[config.mk]
export PLATFORM = sky130hd
export DESIGN_NAME = cm0_dap_cdc_rx_handshake
export DESIGN_NICKNAME = d
export VERILOG_FILES = /design/src/rtl/cm0_dap_cdc_rx_handshake.sv
export SDC_FILE = /design/constraint.sdc
export NUM_CORES = 1
export LEC_CHECK = 0
export ABC_AREA = 1
export CORE_UTILIZATION = 38
export CTS_BUF_LIST = sky130_fd_sc_hd__clkbuf_4 sky130_fd_sc_hd__clkbuf_8 sky130_fd_sc_hd__clkbuf_16
export CTS_CLUSTER_SIZE = 16
export DETAILED_ROUTE_END_ITERATION = 16
export HOLD_SLACK_MARGIN = 0.02
export PLACE_DENSITY = 0.76
export SETUP_SLACK_MARGIN = 0.2
export SYNTH_ARGS = -nofsm -noshare
export SYNTH_HDL_FRONTEND = slang
export SYNTH_SLANG_ARGS = --single-unit
[constraint.sdc]
create_clock -name CLK -period 1.1 [get_ports CLK]
set_input_delay 0.165 -clock CLK [delete_from_list [all_inputs] [get_ports CLK]]
set_output_delay 0.165 -clock CLK [all_outputs]
set_load 0.1 [all_outputs]
[src/rtl/cm0_dap_cdc_rx_handshake.sv]
// Receive end of the DAP 4-phase REQ/ACK crossing: synchronises REQ, captures the data bus into a one-entry buffer.
// Optional even-parity check on the captured word is enabled by defining CM0_DAP_CDC_RX_PARITY_EN.
module cm0_dap_cdc_rx_handshake #(
    parameter int PRESENT     = 1,
    parameter int WIDTH       = 32,
    parameter int SYNC_STAGES = 2
) (
    input  logic             CLK,
    input  logic             RESET,
    input  logic             REQASYNC,
    input  logic [WIDTH-1:0] DATAASYNC,
`ifdef CM0_DAP_CDC_RX_PARITY_EN
    input  logic             PARASYNC,
    output logic             RPARERR,
`endif
    output logic             ACKOUT,
    output logic [WIDTH-1:0] RDATA,
    output logic             RVALID,
    input  logic             RREADY
);

    typedef enum logic {
        IDLE   = 1'b0,
        WAITLO = 1'b1
    } state_t;

    generate
        if (PRESENT != 0) begin : g_rx
            logic [SYNC_STAGES-1:0] sync_reg;
            logic                   req_s;
            state_t                 state_reg, state_next;
            logic                   ack_reg, ack_next;
            logic                   rvalid_reg, rvalid_next;
            logic [WIDTH-1:0]       rdata_reg;
            logic                   capture;
            logic                   buf_free;

            always_ff @(posedge CLK or posedge RESET) begin
                if (RESET) begin
                    sync_reg <= '0;
                end else begin
                    sync_reg <= {sync_reg[SYNC_STAGES-2:0], REQASYNC};
                end
            end

            assign req_s    = sync_reg[SYNC_STAGES-1];
            assign buf_free = !rvalid_reg || RREADY;

            always_comb begin
                state_next = state_reg;
                ack_next   = ack_reg;
                capture    = 1'b0;
                case (state_reg)
                    IDLE: begin
                        ack_next = 1'b0;
                        if (req_s && buf_free) begin
                            capture    = 1'b1;
                            ack_next   = 1'b1;
                            state_next = WAITLO;
                        end
                    end
                    WAITLO: begin
                        ack_next = 1'b1;
                        if (!req_s) begin
                            ack_next   = 1'b0;
                            state_next = IDLE;
                        end
                    end
                    default: begin
                        ack_next   = 1'b0;
                        state_next = IDLE;
                    end
                endcase
            end

            // A capture on the same edge as a consume keeps RVALID high (no bubble).
            assign rvalid_next = capture || (rvalid_reg && !RREADY);

            always_ff @(posedge CLK or posedge RESET) begin
                if (RESET) begin
                    state_reg  <= IDLE;
                    ack_reg    <= 1'b0;
                    rvalid_reg <= 1'b0;
                    rdata_reg  <= '0;
                end else begin
                    state_reg  <= state_next;
                    ack_reg    <= ack_next;
                    rvalid_reg <= rvalid_next;
                    if (capture) begin
                        rdata_reg <= DATAASYNC;
                    end
                end
            end

            assign ACKOUT = ack_reg;
            assign RVALID = rvalid_reg;
            assign RDATA  = rdata_reg;

`ifdef CM0_DAP_CDC_RX_PARITY_EN
            logic parerr_reg;

            always_ff @(posedge CLK or posedge RESET) begin
                if (RESET) begin
                    parerr_reg <= 1'b0;
                end else if (capture) begin
                    parerr_reg <= ^{DATAASYNC, PARASYNC};
                end
            end

            assign RPARERR = parerr_reg;
`endif
        end else begin : g_absent
            logic unused_inputs;

            assign unused_inputs = ^{CLK, RESET, REQASYNC, DATAASYNC, RREADY};
            assign ACKOUT        = 1'b0;
            assign RVALID        = 1'b0;
            assign RDATA         = '0;
`ifdef CM0_DAP_CDC_RX_PARITY_EN
            logic unused_parity;

            assign unused_parity = PARASYNC;
            assign RPARERR       = 1'b0;
`endif
        end
    endgenerate

endmodule
==> results of run 1 <==
==> per-stage QoR <==
step | util | TNS, ns | setup WS (ns) | area [um^2]
detailed placement | 0.754 | -4.43 | -0.176 | 2620
global placement | 0.754 | -3.26 | -0.107 | 2620
floorplan | - | -4.65 | -0.155 | 1480
CTS | 0.906 | -2.47 | -0.144 | 3140
==> synth_stat cells <==
master	number	share of area
dfrtp_1	36	0.63
buf_4	3	0.016
nand2_4	1	0.0079
nand2_1	67	0.18
nand2_2	1	0.0044
nor2_4	1	0.0079
inv_1	3	0.0079
buf_6	3	0.024
buf_2	3	0.011
nand3_1	32	0.11
==> repair_timing <==
action / 4_1_cts
hold buffers: 0
endpoints found under the setup margin: 68
cloned: 4
gates resized for setup: 54
pin swaps: 24
buffers inserted: 15
==> kinds of logic after synthesis <==
kind of cell  after synthesis
simple gates              102
buf+inv                    12
flops                      36
==> flow_metrics.py, run 1 <==
metrics = {
    "yosys": {
        "ys_warn_count": 0,
        "syn_inst": 150,
        "synth-adder-area-share": 0,
        "yosysSeqAreaShare": 0.633,
        "synth_top_family_by_area": "simple AND/OR/NAND/NOR gates",
        "synth_xor_area_frac": 0,
        "synth.distinct_cells": 10,
        "synth_compound_area_frac": 0,
        "synthSimpleGateAreaFrac": 0.309,
        "synth_nets": 186,
        "ys_seq_elements": 36,
        "synthMuxAreaShare": 0,
        "avgSynthCellArea_um2": 9.49,
        "syn_area_mm2": 0.00142,
    },
    "die": {
        "rows": 21,
        "start_util": 0.411,
        "die_h_um": 63.2,
        "io_pins": 70,
        "die_x_um": 63.2,
    },
    "sta": {
        "worst_endpoint": "RDATA[31]$_DFFE_PP0P_/D",
        "worstEpCategory": "register input",
    },
    "clock_network": {
        "htree_levels": 2,
        "cts_buffers": 5,
        "clock-sinks": 36,
        "cts_buffer_depth": 2,
        "cts_root_buf": "clkbuf_8",
    },
    "placed_design": {
        "dp.cells": 265,
        "gp_congestion": 0.722,
        "numPortBuffers": 69,
        "dp_hpwl_mm": 3.02,
    },
    "global_routing": {
        "grt_start_max_net_pins": 34,
        "grt_antenna_before_repair": 0,
    },
    "run_status": {
        "status": "aborted with a tool error",
        "lastStage": "global routing (5_1_grt)",
        "tool.error": "[ERROR DPL-0033] detailed placement checks failed during check placement.",
    },
}
==> run 2, diff against run 1 <==
==> config.mk (replaced) <==
export PLATFORM = sky130hd
export DESIGN_NAME = cm0_dap_cdc_rx_handshake
export DESIGN_NICKNAME = d
export VERILOG_FILES = /design/src/rtl/cm0_dap_cdc_rx_handshake.sv
export SDC_FILE = /design/constraint.sdc
export NUM_CORES = 1
export LEC_CHECK = 0
export ABC_AREA = 1
export CORE_UTILIZATION = 23
export DETAILED_ROUTE_END_ITERATION = 16
export PLACE_DENSITY_LB_ADDON = 0.15
export SYNTH_ARGS = -nofsm -noshare
export SYNTH_HDL_FRONTEND = slang
export SYNTH_SLANG_ARGS = --single-unit
==> flow_metrics.py, run 2 <==
metrics = {
    "setup_path": {
        "setup.worst_path.start": "ACKOUT",
        "arrival_ns": 1.07,
        "required_ns": 0.94,
        "path_class": "reg -> out",
        "start_kind": "flop",
        "worst_setup_path_end_kind": "primary output",
        "reg2reg_from": "ACKOUT",
        "crit_fanout": 2,
    },
    "global_routing": {
        "grt_antenna_before_repair": 0,
        "use_met1": 0.203,
        "grt_pass1_wl_mm": 7.02,
        "grt_pass1_vias": 1361,
        "grtUsageTotal": 0.145,
        "use_met2": 0.211,
        "grt_overflow_total": 0,
        "grt_util_met3": 0.0568,
        "top_usage_layer": "met2",
        "grt_start_max_net_pins": 21,
    },
    "yosys": {
        "synth_top_flop_cell": "dfrtp_1",
        "synth_common_cells": "nand2_1, dfrtp_1, nand3_1",
        "syn_inst": 150,
        "syn_area_mm2": 0.00142,
        "yosysSeqAreaShare": 0.633,
        "yosysTopAreaCell": "dfrtp_1",
        "yosys.area.top_type_share": 0.633,
        "synth.distinct_cells": 10,
        "synth_nets": 186,
        "ys_seq_elements": 36,
        "avgSynthCellArea_um2": 9.49,
        "synthArstFlopShare": 1.00,
        "yosysMostFrequentCell": "nand2_1",
        "ys_warn_count": 0,
        "synth-edff-count": 0,
        "ys_top_cells_by_area": "dfrtp_1, nand2_1, nand3_1",
    },
    "finish": {
        "antenna_cells": 0,
        "largest_reg_flops": 32,
        "layout-drive-gt1-share": 0.465,
        "syn2layout_area_growth_pct": 116,
        "layout_common_cells": "buf_12, clkdlybuf4s50_1, nand2_1",
        "layout_commonest_cell": "buf_12",
        "nFillCells": 536,
        "final_core_util": 0.515,
        "fin_nets": 276,
        "finalInstanceArea_mm2": 0.00307,
    },
    "die": {
        "dieArea_mm2": 0.00651,
        "die_h_um": 80.7,
        "die_x_um": 80.7,
        "core_mm2": 0.00596,
        "rows": 28,
        "start_util": 0.239,
        "io_pins": 70,
    },
    "route": {
        "ant_nets": 0,
        "drt_iter0_drc": 54,
        "vias": 1336,
        "wl_mm": 4.15,
        "routed_via_density": 4.23,
        "post_drt_wl_per_cell_um": 13.1,
        "drt_first_pass_iters": 4,
        "drc": 0,
    },
    "run_status": {
        "status": "complete, but fails checks",
        "violations": "negative setup slack",
    },
    "sta": {
        "max_freq_mhz": 812,
        "fin_worst_skew_ns": 0.00953,
        "hold_viol": 0,
        "tightest_slew_ns": 0.263,
        "fin_crit_sh": 1.12,
        "setup_viol": 36,
        "rsz0062_at_grt": "true",
        "setup_slack_ns": -0.131,
        "slew_viol_final": 0,
        "timing.slew.headroom": 0.825,
        "finalWorstPathRequiredPeriod_ns": 1.23,
    },
    "placed_design": {
        "preCtsSetupSlack_ns": -0.138,
        "numPortBuffers": 69,
        "placedInstanceArea_mm2": 0.00261,
        "dp_hpwl_mm": 2.74,
        "gp_congestion": 0.664,
    },
    "power": {
        "vdd_drop_max_mv": 1.52,
        "p_leak_nw": 1.46,
        "p_per_area_mw_per_mm2": 3020,
    },
    "clock_network": {
        "cts_buffer_depth": 2,
        "cts_tree": "yes",
        "htree_levels": 2,
        "cts_root_buf": "clkbuf_8",
        "clk_pin_slew_ns": 0.08,
        "clock-sinks": 36,
        "cts_hold_buffers": 0,
        "clk_latency_ns": 0.28,
        "cts_buffers": 5,
    },
    "worst_hold_path": {
        "min_path_type": "in -> async",
    },
    "job": {
        "max_cap_violations": 0,
    },
}
==> run 2: cell counts after synthesis <==
Identical to the previous run, type by type.
==> run 2: routing by layer <==
metal / share of wire / vias up
met1: 0.47 / 627
li1: - / 660
met4: 0 / 0
met5: 0 / -
met2: 0.44 / 49
met3: 0.087 / 0
==> run 2: cells by family (layout without fill, tap and decap cells) <==
logic type,after synthesis,count (layout),share of synthesized area
AND/OR/NAND/NOR,102,102,0.309
flip-flops,36,36,0.633
buffers and inverters,12,103,0.0580
==> run 2: power breakdown <==
group / total (mW) / internal [mW] / switching [mW]
sequential: 2.27 / 1.75 / 0.525
combinational: 5.89 / 2.22 / 3.67
clock: 1.12 / 0.672 / 0.450
total: 9.28 / 4.64 / 4.64
==> run 2: through the flow <==
| step | setup TNS [ns] | cells | total power, mW | hold slack (ns) |
|---|---|---|---|---|
| 2_1_floorplan | -4.91 | 150 | 5.38 | 0.196 |
| 3_3_place_gp | -3.40 | 297 | 7.63 | 0.338 |
| 3_5_place_dp | -3.80 | 297 | 7.65 | 0.336 |
| 4_1_cts | -3.39 | 315 | 9.14 | 0.216 |
| 5_1_grt | -5.22 | 316 | 9.64 | 0.234 |
| 6_report | -3.17 | 316 | 9.28 | 0.215 |
==> run 2: what timing repair did <==
action / in CTS / in global routing
gates resized for setup: 30 / 37
setup buffers: 4 / 2
pin swaps: 4 / 2
cloned: 6 / 0
setup endpoints to repair: 27 / 39
==> run 2: critical path, cell delays in order (launching register included) <==
cell and delay, ns:
dfrtp_4 0.50, buf_6 0.13, buf_12 0.15
==> run 2: path summary, 6_finish.rpt <==
path / slack, ns / endpoint / cells past startpoint
max: -0.13 / ACKOUT / 2
min in group CLK: 0.32 / g_rx.sync_reg[0] / 1
max in group asynchronous: 0.62 / ACKOUT / 3
max reg2reg: -0.11 / RDATA[22] / 6
min: 0.21 / RDATA[19] / 3
min reg2reg: 0.35 / g_rx.sync_reg[1] / 0
==> run 2: layout make-up <==
class | count | area, um^2 | share of cell area
clock inverter | 2 | 35.0 | 0.0114
multi-input combinational | 102 | 571 | 0.186
sequential | 36 | 918 | 0.299
tap | 75 | 93.8 | 0.0306
timing repair buffer | 92 | 1370 | 0.446
clock buffer | 6 | 72.6 | 0.0236
inverter | 3 | 11.3 | 0.00367
(Power assumes the default switching activity.)
==> run 3, diff against run 2 <==
--- a/config.mk
+++ b/config.mk
@@ -9,6 +9,7 @@
 export CORE_UTILIZATION = 23
 export DETAILED_ROUTE_END_ITERATION = 16
 export PLACE_DENSITY_LB_ADDON = 0.15
+export SLEW_MARGIN = 0
 export SYNTH_ARGS = -nofsm -noshare
 export SYNTH_HDL_FRONTEND = slang
 export SYNTH_SLANG_ARGS = --single-unit
==> constraint.sdc (replaced) <==
create_clock -name CLK -period 1.38 [get_ports CLK]
set_input_delay 0.207 -clock CLK [delete_from_list [all_inputs] [get_ports CLK]]
set_output_delay 0.207 -clock CLK [all_outputs]
set_load 0.1 [all_outputs]
==> flow_metrics.py, run 3 (synthesis gave the netlist of run 2 again) <==
metrics = {
    "route": {
        "drc": 0,
        "drt_first_pass_iters": 4,
        "ant_nets": 0,
        "wl_mm": 3.77,
        "post_drt_wl_per_cell_um": 12.5,
        "routed_via_density": 4.14,
        "drt_iter0_drc": 64,
        "vias": 1250,
    },
    "clock_network": {
        "htree_levels": 2,
        "clk_pin_slew_ns": 0.07,
        "cts_resized": 0,
        "postCtsSetupBuffers": 0,
        "cts_buffers": 5,
        "clock-sinks": 36,
        "cts_hold_buffers": 0,
        "clk_latency_ns": 0.28,
        "cts_tree": "yes",
        "cts_buffer_depth": 2,
        "cts_root_buf": "clkbuf_8",
    },
    "worst_hold_path": {
        "min_path_type": "in -> async",
    },
    "finish": {
        "layout_common_cells": "nand2_1, buf_12, clkdlybuf4s50_1",
        "nFillCells": 580,
        "final_core_util": 0.449,
        "syn2layout_area_growth_pct": 87.7,
        "fin_nets": 262,
        "antenna_cells": 0,
        "layout-drive-gt1-share": 0.242,
        "final_cell_count_no_fill": 302,
        "layout_commonest_cell": "nand2_1",
        "regArea_um2": 903,
        "multi_input_area_um2": 440,
        "largest_reg_flops": 32,
    },
    "sta": {
        "rsz0062_at_grt": "false",
        "hold_viol": 0,
        "setup_viol": 0,
        "fin_crit_sh": 0.894,
        "max_freq_mhz": 811,
        "fin_worst_skew_ns": 0.00505,
        "finalWorstPathRequiredPeriod_ns": 1.23,
        "tns_ns": 0,
        "tightest_slew_ns": 0.320,
        "slew_viol_final": 0,
        "timing.slew.headroom": 0.787,
    },
    "global_routing": {
        "grtUsageTotal": 0.129,
        "grt_pass1_wl_mm": 6.14,
        "grt_start_max_net_pins": 27,
        "grt_overflow_total": 0,
        "grt_pass1_vias": 1226,
        "grt_antenna_before_repair": 0,
    },
    "setup_path": {
        "worst_setup_path_end_kind": "flop",
        "arrival_ns": 1.41,
        "cp_num_cells": 5,
        "crit_family": "simple AND/OR/NAND/NOR gates",
        "required_ns": 1.55,
        "crit_fanout": 12,
        "r2r_cells": 5,
        "cp_slowest_stage_delay_ns": 0.45,
        "cp_cell_sequence": "nor2_4 -> nand2_4 -> buf_4 -> nand2_1 -> nand2_1",
        "path_class": "reg -> reg",
        "path_buf_inv": 1,
        "slowest_stage": "dfrtp_2",
        "crit_path_frequent_cell": "nand2_1",
        "start_kind": "flop",
    },
    "die": {
        "die_x_um": 80.7,
        "start_util": 0.239,
        "core_mm2": 0.00596,
        "rows": 28,
        "die_h_um": 80.7,
        "dieArea_mm2": 0.00651,
        "io_pins": 70,
    },
    "power": {
        "p_leak_nw": 1.30,
        "p_per_area_mw_per_mm2": 2550,
        "report.power.total_mw": 6.83,
        "vdd_drop_max_mv": 1.22,
    },
    "placed_design": {
        "dp.cells": 294,
        "dp_hpwl_mm": 2.70,
        "gp_congestion": 0.725,
        "numPortBuffers": 69,
    },
    "run_status": {
        "status": "complete, no violations",
    },
    "job": {
        "max_cap_violations": 0,
    },
}
[run 3: changes by cell type in the layout (fill, tap and decap cells not counted), sizes merged]
cell,change
buf,-13
bufbuf,-1
clkinv,-1
bufinv,-1
clkbuf,+2
[run 3: final timing paths]
path,start,to,slack [ns]
hold reg to reg,g_rx.sync_reg[0],g_rx.sync_reg[1],0.35
max in group asynchronous,RESET,RVALID,0.81
setup / recovery,ACKOUT,RDATA[29],0.15
hold / removal,RESET,RDATA[20],0.24
min in group CLK,g_rx.sync_reg[0],g_rx.sync_reg[1],0.35
setup reg to reg,ACKOUT,RDATA[29],0.15
[run 3: report_power, final]
group	switching, mW	internal (mW)	total (mW)
registers	0.358	1.37	1.73
clock network	0.360	0.456	0.816
logic	2.80	1.48	4.28
total	3.52	3.31	6.83
[run 3: through the flow]
step                cell area (um^2)  setup WS, ns  hold WS, ns
finish                          2670         0.147        0.237
global route                    2670        0.0739        0.266
CTS                             2670         0.139        0.232
detailed placement              2570        0.0573        0.337
global placement                2570        0.0751        0.335
floorplan                       1430        0.0745        0.238
[run 3: layout make-up]
type,instances,area share
Multi-Input combinational cell,102,0.165
Timing Repair Buffer,78,0.420
Inverter,3,0.00421
Clock buffer,8,0.0375
Sequential cell,36,0.338
Tap cell,75,0.0351
[run 3: worst min-delay path, stage by stage]
cell,delay [ns]
clkdlybuf4s50_1,0.40
inv_1,0.07
buf_4,0.20
[run 3: layer usage]
metal / global-route usage / vias to the layer above / part of all wire
met2: 0.185 / 50 / 0.44
li1: - / 625 / -
met4: 0.0482 / 0 / 0.012
met5: 0 / - / 0
met3: 0.0489 / 6 / 0.087
met1: 0.174 / 569 / 0.46
